## config.mk

```make
export PLATFORM = sky130hd
export DESIGN_NAME = bcd_run_ctrl
export DESIGN_NICKNAME = d
export VERILOG_FILES = /design/src/rtl/bcd_run_ctrl.sv
export SDC_FILE = /design/constraint.sdc
export NUM_CORES = 1
export LEC_CHECK = 0
export CORE_ASPECT_RATIO = 0.8
export CORE_UTILIZATION = 45
export CTS_BUF_LIST = sky130_fd_sc_hd__clkbuf_8
export DETAILED_ROUTE_END_ITERATION = 12
export HOLD_SLACK_MARGIN = 0.12
export PLACE_DENSITY_LB_ADDON = 0.05
export SLEW_MARGIN = 10
export SYNTH_ARGS = -nofsm -noshare
export SYNTH_HDL_FRONTEND = slang
export SYNTH_SLANG_ARGS = --single-unit
```

## constraint.sdc

```tcl
create_clock -name i_clk -period 5.6 [get_ports i_clk]
set_input_delay 1.12 -clock i_clk [delete_from_list [all_inputs] [get_ports i_clk]]
set_output_delay 1.12 -clock i_clk [all_outputs]
set_load 0.005 [all_outputs]
```

## src/rtl/bcd_run_ctrl.sv

```systemverilog
// Four-digit packed-BCD run controller: prescaled up/down counting with start/stop/clear/load.
// Optional lap capture register enabled by defining BCD_RUN_CTRL_LAP_EN.
module bcd_run_ctrl #(
    parameter int TICK_DIV = 4
) (
    input  logic        i_clk,
    input  logic        i_rst,
    input  logic        i_start,
    input  logic        i_stop,
    input  logic        i_clear,
    input  logic        i_load,
    input  logic [15:0] i_load_val,
    input  logic        i_up_dn,
    input  logic        i_lap,
    output logic [15:0] o_count,
    output logic [1:0]  o_state,
    output logic        o_running,
    output logic        o_done,
    output logic [15:0] o_lap_val
);

    typedef enum logic [1:0] {
        IDLE  = 2'b00,
        RUN   = 2'b01,
        PAUSE = 2'b10,
        DONE  = 2'b11
    } state_t;

    localparam logic [7:0] PRESC_MAX = 8'(TICK_DIV - 1);

    function automatic logic [15:0] bcd_inc(input logic [15:0] v);
        logic [15:0] r;
        logic        c;
        r = v;
        c = 1'b1;
        for (int i = 0; i < 4; i++) begin
            if (c) begin
                if (v[4*i +: 4] >= 4'd9) begin
                    r[4*i +: 4] = 4'd0;
                end else begin
                    r[4*i +: 4] = v[4*i +: 4] + 4'd1;
                    c = 1'b0;
                end
            end
        end
        return r;
    endfunction

    function automatic logic [15:0] bcd_dec(input logic [15:0] v);
        logic [15:0] r;
        logic        b;
        r = v;
        b = 1'b1;
        for (int i = 0; i < 4; i++) begin
            if (b) begin
                if (v[4*i +: 4] == 4'd0) begin
                    r[4*i +: 4] = 4'd9;
                end else begin
                    r[4*i +: 4] = v[4*i +: 4] - 4'd1;
                    b = 1'b0;
                end
            end
        end
        return r;
    endfunction

    function automatic logic [15:0] bcd_sat(input logic [15:0] v);
        logic [15:0] r;
        for (int i = 0; i < 4; i++) begin
            r[4*i +: 4] = (v[4*i +: 4] > 4'd9) ? 4'd9 : v[4*i +: 4];
        end
        return r;
    endfunction

    state_t      r_state, w_state_nxt;
    logic [15:0] r_count, w_count_nxt;
    logic [7:0]  r_presc, w_presc_nxt;
    logic        r_running, r_done, w_done_nxt;
    logic [15:0] r_lap_val, w_lap_nxt;
    logic [15:0] w_term, w_step_val;

    assign w_term     = i_up_dn ? 16'h9999 : 16'h0000;
    assign w_step_val = i_up_dn ? bcd_inc(r_count) : bcd_dec(r_count);

    // Command arbitration (clear > load > stop > start) and prescaled stepping.
    always_comb begin
        w_state_nxt = r_state;
        w_count_nxt = r_count;
        w_presc_nxt = r_presc;
        w_done_nxt  = 1'b0;
        if (i_clear) begin
            w_count_nxt = 16'h0000;
            w_presc_nxt = 8'd0;
            w_state_nxt = IDLE;
        end else if (i_load && (r_state != RUN)) begin
            w_count_nxt = bcd_sat(i_load_val);
            w_presc_nxt = 8'd0;
            w_state_nxt = IDLE;
        end else if (i_stop && (r_state == RUN)) begin
            w_state_nxt = PAUSE;
        end else if (i_start && ((r_state == IDLE) || (r_state == PAUSE))
                     && (r_count != w_term)) begin
            w_state_nxt = RUN;
        end else if (r_state == RUN) begin
            if (r_presc == PRESC_MAX) begin
                w_presc_nxt = 8'd0;
                w_count_nxt = w_step_val;
                if (w_step_val == w_term) begin
                    w_state_nxt = DONE;
                    w_done_nxt  = 1'b1;
                end else begin
                    w_state_nxt = RUN;
                end
            end else begin
                w_presc_nxt = r_presc + 8'd1;
            end
        end else begin
            w_state_nxt = r_state;
        end
    end

    // Lap capture sees the pre-step count because it samples the current register.
    always_comb begin
`ifdef BCD_RUN_CTRL_LAP_EN
        if (i_lap && ((r_state == RUN) || (r_state == PAUSE))) begin
            w_lap_nxt = r_count;
        end else begin
            w_lap_nxt = r_lap_val;
        end
`else
        // lap has no effect in this build; the capture register stays zero.
        w_lap_nxt = 16'h0000 & {16{i_lap}};
`endif
    end

    // State, count, prescaler and registered status outputs.
    always_ff @(posedge i_clk) begin
        if (i_rst) begin
            r_state   <= IDLE;
            r_count   <= 16'h0000;
            r_presc   <= 8'd0;
            r_running <= 1'b0;
            r_done    <= 1'b0;
            r_lap_val <= 16'h0000;
        end else begin
            r_state   <= w_state_nxt;
            r_count   <= w_count_nxt;
            r_presc   <= w_presc_nxt;
            r_running <= (w_state_nxt == RUN);
            r_done    <= w_done_nxt;
            r_lap_val <= w_lap_nxt;
        end
    end

    assign o_count   = r_count;
    assign o_state   = r_state;
    assign o_running = r_running;
    assign o_done    = r_done;
    assign o_lap_val = r_lap_val;

endmodule

```

* Word level (Yosys, flattened, before mapping)
Cells that the tools add are included.
** Word-level totals
- Register bits after elaboration :: 28
- Input port bits :: 24
- Output and inout port bits :: 36
- Logic and storage cells :: 96
** Operators by class
- Bitwise gates (word level) :: 4
- Multiplexer cells :: 44
- Reductions and logical operators :: 17
- $add $sub $neg :: 9
- Order comparisons :: 8
- Equal/unequal tests :: 9
** Operators by type and width (count)
- two-way mux 16 bit :: 7
- two-way mux 4 bit :: 18
- adder 4 x 1 -> 4 bit, second input constant :: 4
- equality test 16 bit :: 1
- greater-or-equal comparator 4 bit, second input constant :: 4
- greater-than comparator 4 bit, second input constant :: 4
- logical NOT 4 bit :: 4
- inequality test 16 bit :: 1
- subtractor 4 x 1 -> 4 bit, second input constant :: 4
- two-way mux 2 bit :: 7
- two-way mux 1 bit :: 11
- adder 8 x 1 -> 8 bit, second input constant :: 1
- equality test 8 x 2 -> 1 bit, second input constant :: 1
- two-way mux 8 bit :: 1
- OR reduction 7 bit :: 1
- equality test 2 x 1 -> 1 bit, second input constant :: 2
- logical AND 1 bit :: 4
- inequality test 2 bit, second input constant :: 2
- NOT 1 bit :: 4
- AND reduction 4 bit :: 1
- nonzero test 2 bit :: 2
- AND reduction 3 bit :: 1
- OR reduction 3 bit :: 1
- equality test 2 bit, second input constant :: 1
- 4 further kinds :: 4

* Depth between registers and ports, before layout
Gate-level depths: netlist (run 1).
- Depth in word-level cells :: 15
- Depth in mapped cells :: 11
- Mapped depth without buffers :: 9

* Worst setup path before layout (run 1)
Ideal clock, no wire load.
- Path kind :: input -> register
- Start :: input port i_up_dn
- End :: register r_running (netlist: o_running)
- Required time :: 5.484 ns
- Stages :: 7
- Slack :: 2.722 ns
- Setup time :: 0.116 ns
- Arrival :: 2.763 ns
- Path buffers :: 3
- Cell sequence :: buf_2 > buf_1 > clkbuf_1 > o211ai_1 > a2111oi_4 > nand3_1 > a31o_1
** Between the ends
- Cells in the longest elaborated chain, start to end :: 10
- Elaborated cells between the ends (all ways) :: 13
- Classes of those cells :: eq/ne: 3; mux: 9; reduce/logical: 1
** Ends and longest elaborated chain
- from (decl) :: RTL line 13 : input logic i_up_dn,
- two-way mux 16 bit, on equally long branches :: RTL line 83, 82
- equality test 16 bit :: RTL line 108 : if (w_step_val == w_term) begin
- two-way mux 2 bit :: RTL line 108
- two-way mux 2 bit :: RTL line 105 : if (r_presc == PRESC_MAX) begin
- two-way mux 2 bit :: RTL line 104 : end else if (r_state == RUN) begin
- two-way mux 2 bit (*) :: RTL line 101 : end else if (i_start && ((r_state == IDLE) || (r_state == PAUSE))
- two-way mux 2 bit (*) :: RTL line 99 : end else if (i_stop && (r_state == RUN)) begin
- two-way mux 2 bit (*) :: RTL line 95 : end else if (i_load && (r_state != RUN)) begin
- two-way mux 2 bit (*) :: RTL line 91 : if (i_clear) begin
- equality test 2 x 1 -> 1 bit (*) :: RTL line 149 : r_running <= (w_state_nxt == RUN);
- to (signal assigned) :: RTL line 149
- to (decl) :: RTL line 78 : logic r_running, r_done, w_done_nxt;
Mark *: on every way between the ends. The rest lies on a longest branch, timed or not.
A chain may end at the register's enable or synchronous reset.

* Worst setup path in the final report (run 1)
Same ends and word-level chain as after synthesis.

==> results of run 1 <==
==> report_power, final <==
group          switching [mW]  internal, mW  total (mW)
Clock                  0.0635        0.0958       0.159
Combinational          0.0800        0.0634       0.143
Sequential             0.0136         0.204       0.217
Total                   0.157         0.363       0.520
==> worst paths after layout <==
kind | slack (ns) | startpoint | end
min | 0.51 | r_presc[1]$_SDFFE_PP0P_ | r_presc[1]$_SDFFE_PP0P_
max reg2reg | 2.33 | o_count[0]$_SDFFE_PP0P_ | o_state[1]$_SDFF_PP0_
min reg2reg | 0.51 | r_presc[1]$_SDFFE_PP0P_ | r_presc[1]$_SDFFE_PP0P_
max | 2.09 | i_up_dn | o_running$_SDFF_PP0_
==> layout make-up <==
| cell class | count | area (µm²) |
|---|---|---|
| Sequential cell | 28 | 561 |
| Timing Repair Buffer | 45 | 443 |
| Clock buffer | 3 | 41.3 |
| Clock inverter | 1 | 30.0 |
| Tap cell | 78 | 97.6 |
| Inverter | 17 | 63.8 |
| Multi-Input combinational cell | 300 | 1940 |
| Fill cell | 580 | 2470 |
==> flip-flops by register name, summed over array words and instances, names as in the netlist <==
register	cells
o_count	16
r_presc	8
o_state	2
o_done	1
o_running	1
==> kinds of logic after synthesis <==
| kind of cell | share of synthesized area [%] |
|---|---|
| xor gates and xnor gates | 2.57 |
| muxes | 2.29 |
| AOI/OAI and AO/OA | 25.6 |
| buffers and inverters | 10.7 |
| adders and majority gates | 6.42 |
| DFF | 20.5 |
| and+or+nand+nor | 31.7 |
| other | 0.137 |
==> cells in the final DEF (no fill, tap or decap), types with 7 or more instances in the layout <==
cell type	instances
clkdlybuf4s50_1	42
nor2_1	32
nand2_1	31
a21oi_1	30
dfxtp_1	28
o21ai_0	27
nand3_1	17
nor3_1	16
conb_1	16
inv_1	15
ha_1	14
nand4_1	10
a31oi_1	8
nand2b_1	7
o211ai_1	7
==> layer usage <==
metal	vias to the layer above	track usage (%)	part of all wire, %	wire length (µm)
met5	-	0	0	0
met4	0	2.65	0.19	14
met3	2	2.88	6.1	448
met2	115	36.7	43	3170
met1	1293	39.5	50	3700
li1	1380	-	-	-
==> worst max-delay path, stage by stage <==
cell             delay (ns)
clkdlybuf4s50_1        0.71
buf_4                  0.35
and3b_1                0.20
a32oi_1                0.06
a311oi_1               0.28
nand4_1                0.19
a2111oi_4              0.42
nand3_1                0.12
a31o_1                 0.22
==> metrics.md, run 1 <==
| Metric | Value |
|---|---|
| Design Area, Final | 0.00317 mm² |
| Die H | 71.7 µm |
| Fmax | 285 MHz |
| Worst-margin pin slew | 0.687 ns |
| Clk_lat worst skew | 0.28 ns |
| WL final | 7.33 mm |
| Fin crit share | 62.6% |
| Syn Std Cell Area | 0.00273 mm² |
| Area delta synth->final | 16.3% |
| R2R depth | 9 |
| Min-Delay Path Class | reg -> reg |
| Grt ovf | 0 |
| CP Data Required Time | 5.78 ns |
| Dominant cells by area after synthesis | dfxtp_1 (21%), ha_1 (6.4%), a21oi_1 (5.5%) |
| Final setup viols | 0 |
| Power Density | 164 mW/mm² |
| Vias in the first global route | 2432 |
| Setup WS pre-CTS | 1.82 ns |
| Leak | 1.10 nW |
| CTS Sinks | 28 |
| RSZ-0062 raised after global routing | no |
| Post-synth top area share | 20.5% |
| I/O pin count | 60 |
| Seq cells post-synth | 28 |
| Final Util | 56.2% |
| ANT nets after route | 0 |
| Clk_skew | 0.00600 ns |
| Vias | 2790 |
| Initial DRC count | 241 |
| Via/cell ratio | 5.91 |
| Max-slew violations | 0 |
| Hpwl dp | 5.54 mm |
| Largest area contributor in the netlist | dfxtp_1 |
| ANT cells | 0 |
| Port Buffers | 42 |
| Setup Total Neg Slack | 0 ns |
| Largest net degree at the start of global routing | 28 |
| Max Root-Sink Buffers | 2 |
| Status | finished, final reports clean |
| Top-count cell post-synth | nor2_1 |
| Top FF cell, synth | dfxtp_1 |
| Synth warn | 0 |
| Relative slew slack | 54.2% |
| Final Hold Vio Count | 0 |
| Asr flop ratio synth | 0% |
| Cts-stage hold buffer count | 0 |
| CTS tree | done |
| Core Box Area | 0.00565 mm² |
| First-pass GRT wire length | 12.5 mm |
| Post-CTS sizing | 0 |
| Setup CP Type | in -> reg |
| Commonest cells in the netlist | nor2_1 (32), nand2_1 (31), a21oi_1 (30), dfxtp_1 (28), o21ai_0 (27) |
| Final #Nets | 433 |
| Non-filler cells, final | 472 |
| CP arrival | 3.68 ns |
| Initial antenna violation count | 0 |
| Final worst slack | 2.09 ns |
| TritonRoute pass-1 iters | 4 |
| Pwr Total | 0.520 mW |
| Avg WL per Cell | 15.5 µm |
| Max Cap Violations | 0 |
| Synth Instances | 370 |
| Clock root cell | clkbuf_8 |
| GP Congestion | 0.852 |
| Syn_area_per_cell | 7.38 µm² |
| Inst Count DP | 468 |
| H-tree Lvls | 1 |
| DRC errors left | 0 |
| CTS clock-pin slew for the worst setup and hold paths | 0.10 ns |
| Number of synthesized flops with an enable pin | 0 |
| Distinct cells, synth | 67 |
| Maximum vdd drop | 0.170 mV |
| GRT Total Usage | 24.8% |
| Worst Setup End Kind | register |
| CP startpoint kind | input port |
| CP max FO | 27 |
| Post-CTS setup buffer count | 0 |
| CTS buffer count | 3 |
| Starting Density | 48.3% |
| Minimum clock period | 3.51 ns |
| Die area | 0.00638 mm² |
| Hold Path Stages | 2 |
| Placed instance area | 0.00310 mm² |
| Layout cells sized above 1 | 6.60% |
| Rows | 24 |
| Fin Hold WS | 0.506 ns |
| Die W | 89.1 µm |
| Seq/Total Area, Yosys | 20.5% |
Note: power is estimated with default switching activity, not from simulation.
==> run 2, diff against run 1 <==
Clock period 5.6 ns to 3.3 ns, I/O delays scaled along.
==> metrics.md, run 2 (same netlist as run 1, synthesis figures left out) <==
| Metric | Value |
|---|---|
| Status | finished, final reports clean |
| Worst-margin pin slew | 0.684 ns (-0.00294 ns) |
| Power Density | 276 mW/mm² (+69%) |
| Avg WL per Cell | 16.0 µm (+3.1%) |
| Max Cap Violations | 0 (unchanged) |
| Seq. cell area | 561 µm² (unchanged) |
| Starting Density | 48.3% (unchanged) |
| Cts-stage hold buffer count | 0 (unchanged) |
| Non-filler cells, final | 486 (+3.0%) |
| First-pass GRT wire length | 12.4 mm (-0.28%) |
| CTS buffer count | 3 (unchanged) |
| Hpwl dp | 5.86 mm (+5.7%) |
| GP Congestion | 0.830 (-2.6%) |
| Min-Delay Path Class | reg -> reg |
| Design Area, Final | 0.00328 mm² (+3.3%) |
| Pwr Total | 0.906 mW (+74%) |
| Die H | 71.7 µm (unchanged) |
| Placed instance area | 0.00321 mm² (+3.4%) |
| Vias | 2868 (+2.8%) |
| Clock root cell | clkbuf_8 |
| CTS Sinks | 28 (unchanged) |
| CTS tree | done |
| Final worst slack | 0.300 ns (-1.79 ns) |
| Worst Setup End Kind | register |
| Clk_skew | 0.00105 ns (-0.00495 ns) |
| I/O pin count | 60 (unchanged) |
| CP Data Required Time | 3.48 ns (-2.30 ns) |
| ANT nets after route | 0 (unchanged) |
| Initial DRC count | 269 (+12%) |
| Post-CTS sizing | 0 (unchanged) |
| Area delta synth->final | 20.1% |
| DRC errors left | 0 (unchanged) |
| Fmax | 333 MHz |
| Final Hold Vio Count | 0 (unchanged) |
| Setup Total Neg Slack | 0 ns (unchanged) |
| GRT Total Usage | 25.2% (+0.40 points) |
| Die area | 0.00638 mm² (unchanged) |
| Largest net degree at the start of global routing | 21 (-25%) |
| Max Root-Sink Buffers | 2 (unchanged) |
| RSZ-0062 raised after global routing | no |
| Most frequent cells in the layout | clkdlybuf4s50_1 (42), nor2_1 (32), nand2_1 (31), a21oi_1 (30), dfxtp_1 (28) |
| Initial antenna violation count | 0 (unchanged) |
| Post-CTS setup buffer count | 0 (unchanged) |
| Die W | 89.1 µm (unchanged) |
| Vias in the first global route | 2441 (+0.37%) |
| Fin Hold WS | 0.522 ns (+0.0166 ns) |
| Layout cells sized above 1 | 9.80% (+3.2 points) |
| Max reg flops | 16 (unchanged) |
| Fin crit share | 90.9% |
| Core Box Area | 0.00565 mm² (unchanged) |
| Inst Count DP | 482 (+3.0%) |
| WL final | 7.78 mm (+6.2%) |
| H-tree Lvls | 1 (unchanged) |
| Port Buffers | 42 (unchanged) |
| TritonRoute pass-1 iters | 4 (unchanged) |
| CTS clock-pin slew for the worst setup and hold paths | 0.10 ns (about the same) |
| Setup WS pre-CTS | 0.278 ns (-1.55 ns) |
| Relative slew slack | 54.4% (+0.20 points) |
| Minimum clock period | 3.00 ns |
| Maximum vdd drop | 0.266 mV (+56%) |
| CP arrival | 3.18 ns (-0.50 ns) |
| ANT cells | 0 (unchanged) |
| Final Util | 58.1% (+1.9 points) |
| Rows | 24 (unchanged) |
| Final setup viols | 0 (unchanged) |
| Commonest non-fill, non-tap cell in the layout | clkdlybuf4s50_1 |
| Via/cell ratio | 5.90 (-0.17%) |
| Fillcell total | 553 (-4.7%) |
| Leak | 1.17 nW (+6.4%) |
| Grt ovf | 0 (unchanged) |
| CP max FO | 9 (-67%) |
| Multi-input gate area | 0.00194 mm² (unchanged) |
| Clk_lat worst skew | 0.28 ns (about the same) |
| CP startpoint kind | register |
| Final #Nets | 447 (+3.2%) |
| Setup CP Type | reg -> reg |
| Max-slew violations | 0 (unchanged) |
[run 2: cell types whose count changed in the layout (fill, tap and decap cells not counted)]
cell   previous run  this run
buf_4             3        17
[run 2: layer usage]
metal  share of wire, %  track usage, %
met5                  0               0
met4               0.73            4.23
met3                7.3            3.11
met2                 43            36.7
met1                 49            39.9
[run 2: report_power, final]
group	leakage [nW]	internal [mW]	total (mW)	switching (mW)
Combinational	0.912	0.118	0.267	0.148
Sequential	0.227	0.346	0.362	0.0160
Clock	0.0357	0.163	0.278	0.115
Total	1.17	0.627	0.906	0.280
[run 2: path summary, 6_finish.rpt]
| path | start | to | slack (ns) | cells after the start |
|---|---|---|---|---|
| max reg2reg | o_count[0]$_SDFFE_PP0P_ | o_state[1]$_SDFF_PP0_ | 0.30 | 9 |
| max | o_count[0]$_SDFFE_PP0P_ | o_state[1]$_SDFF_PP0_ | 0.30 | 9 |
| min reg2reg | r_presc[1]$_SDFFE_PP0P_ | r_presc[1]$_SDFFE_PP0P_ | 0.52 | 2 |
| min | r_presc[1]$_SDFFE_PP0P_ | r_presc[1]$_SDFFE_PP0P_ | 0.52 | 2 |
[run 2: worst max-delay path: stages, from the launching register on]
cell,delay (ns)
dfxtp_1,0.32
inv_1,0.12
ha_1,0.32
nor3b_4,0.46
nand4_4,0.24
or4_4,0.53
a32oi_2,0.37
nor3_1,0.13
a311oi_1,0.30
nor3_1,0.08
[run 2: cell type report]
| cell class | instances | share of cell area (%) |
|---|---|---|
| Sequential cell | 28 | 17.1 |
| Clock buffer | 3 | 1.26 |
| Timing Repair Buffer | 59 | 16.7 |
| Clock inverter | 1 | 0.916 |
| Multi-Input combinational cell | 300 | 59.1 |
| Inverter | 17 | 1.95 |
| Tap cell | 78 | 2.98 |
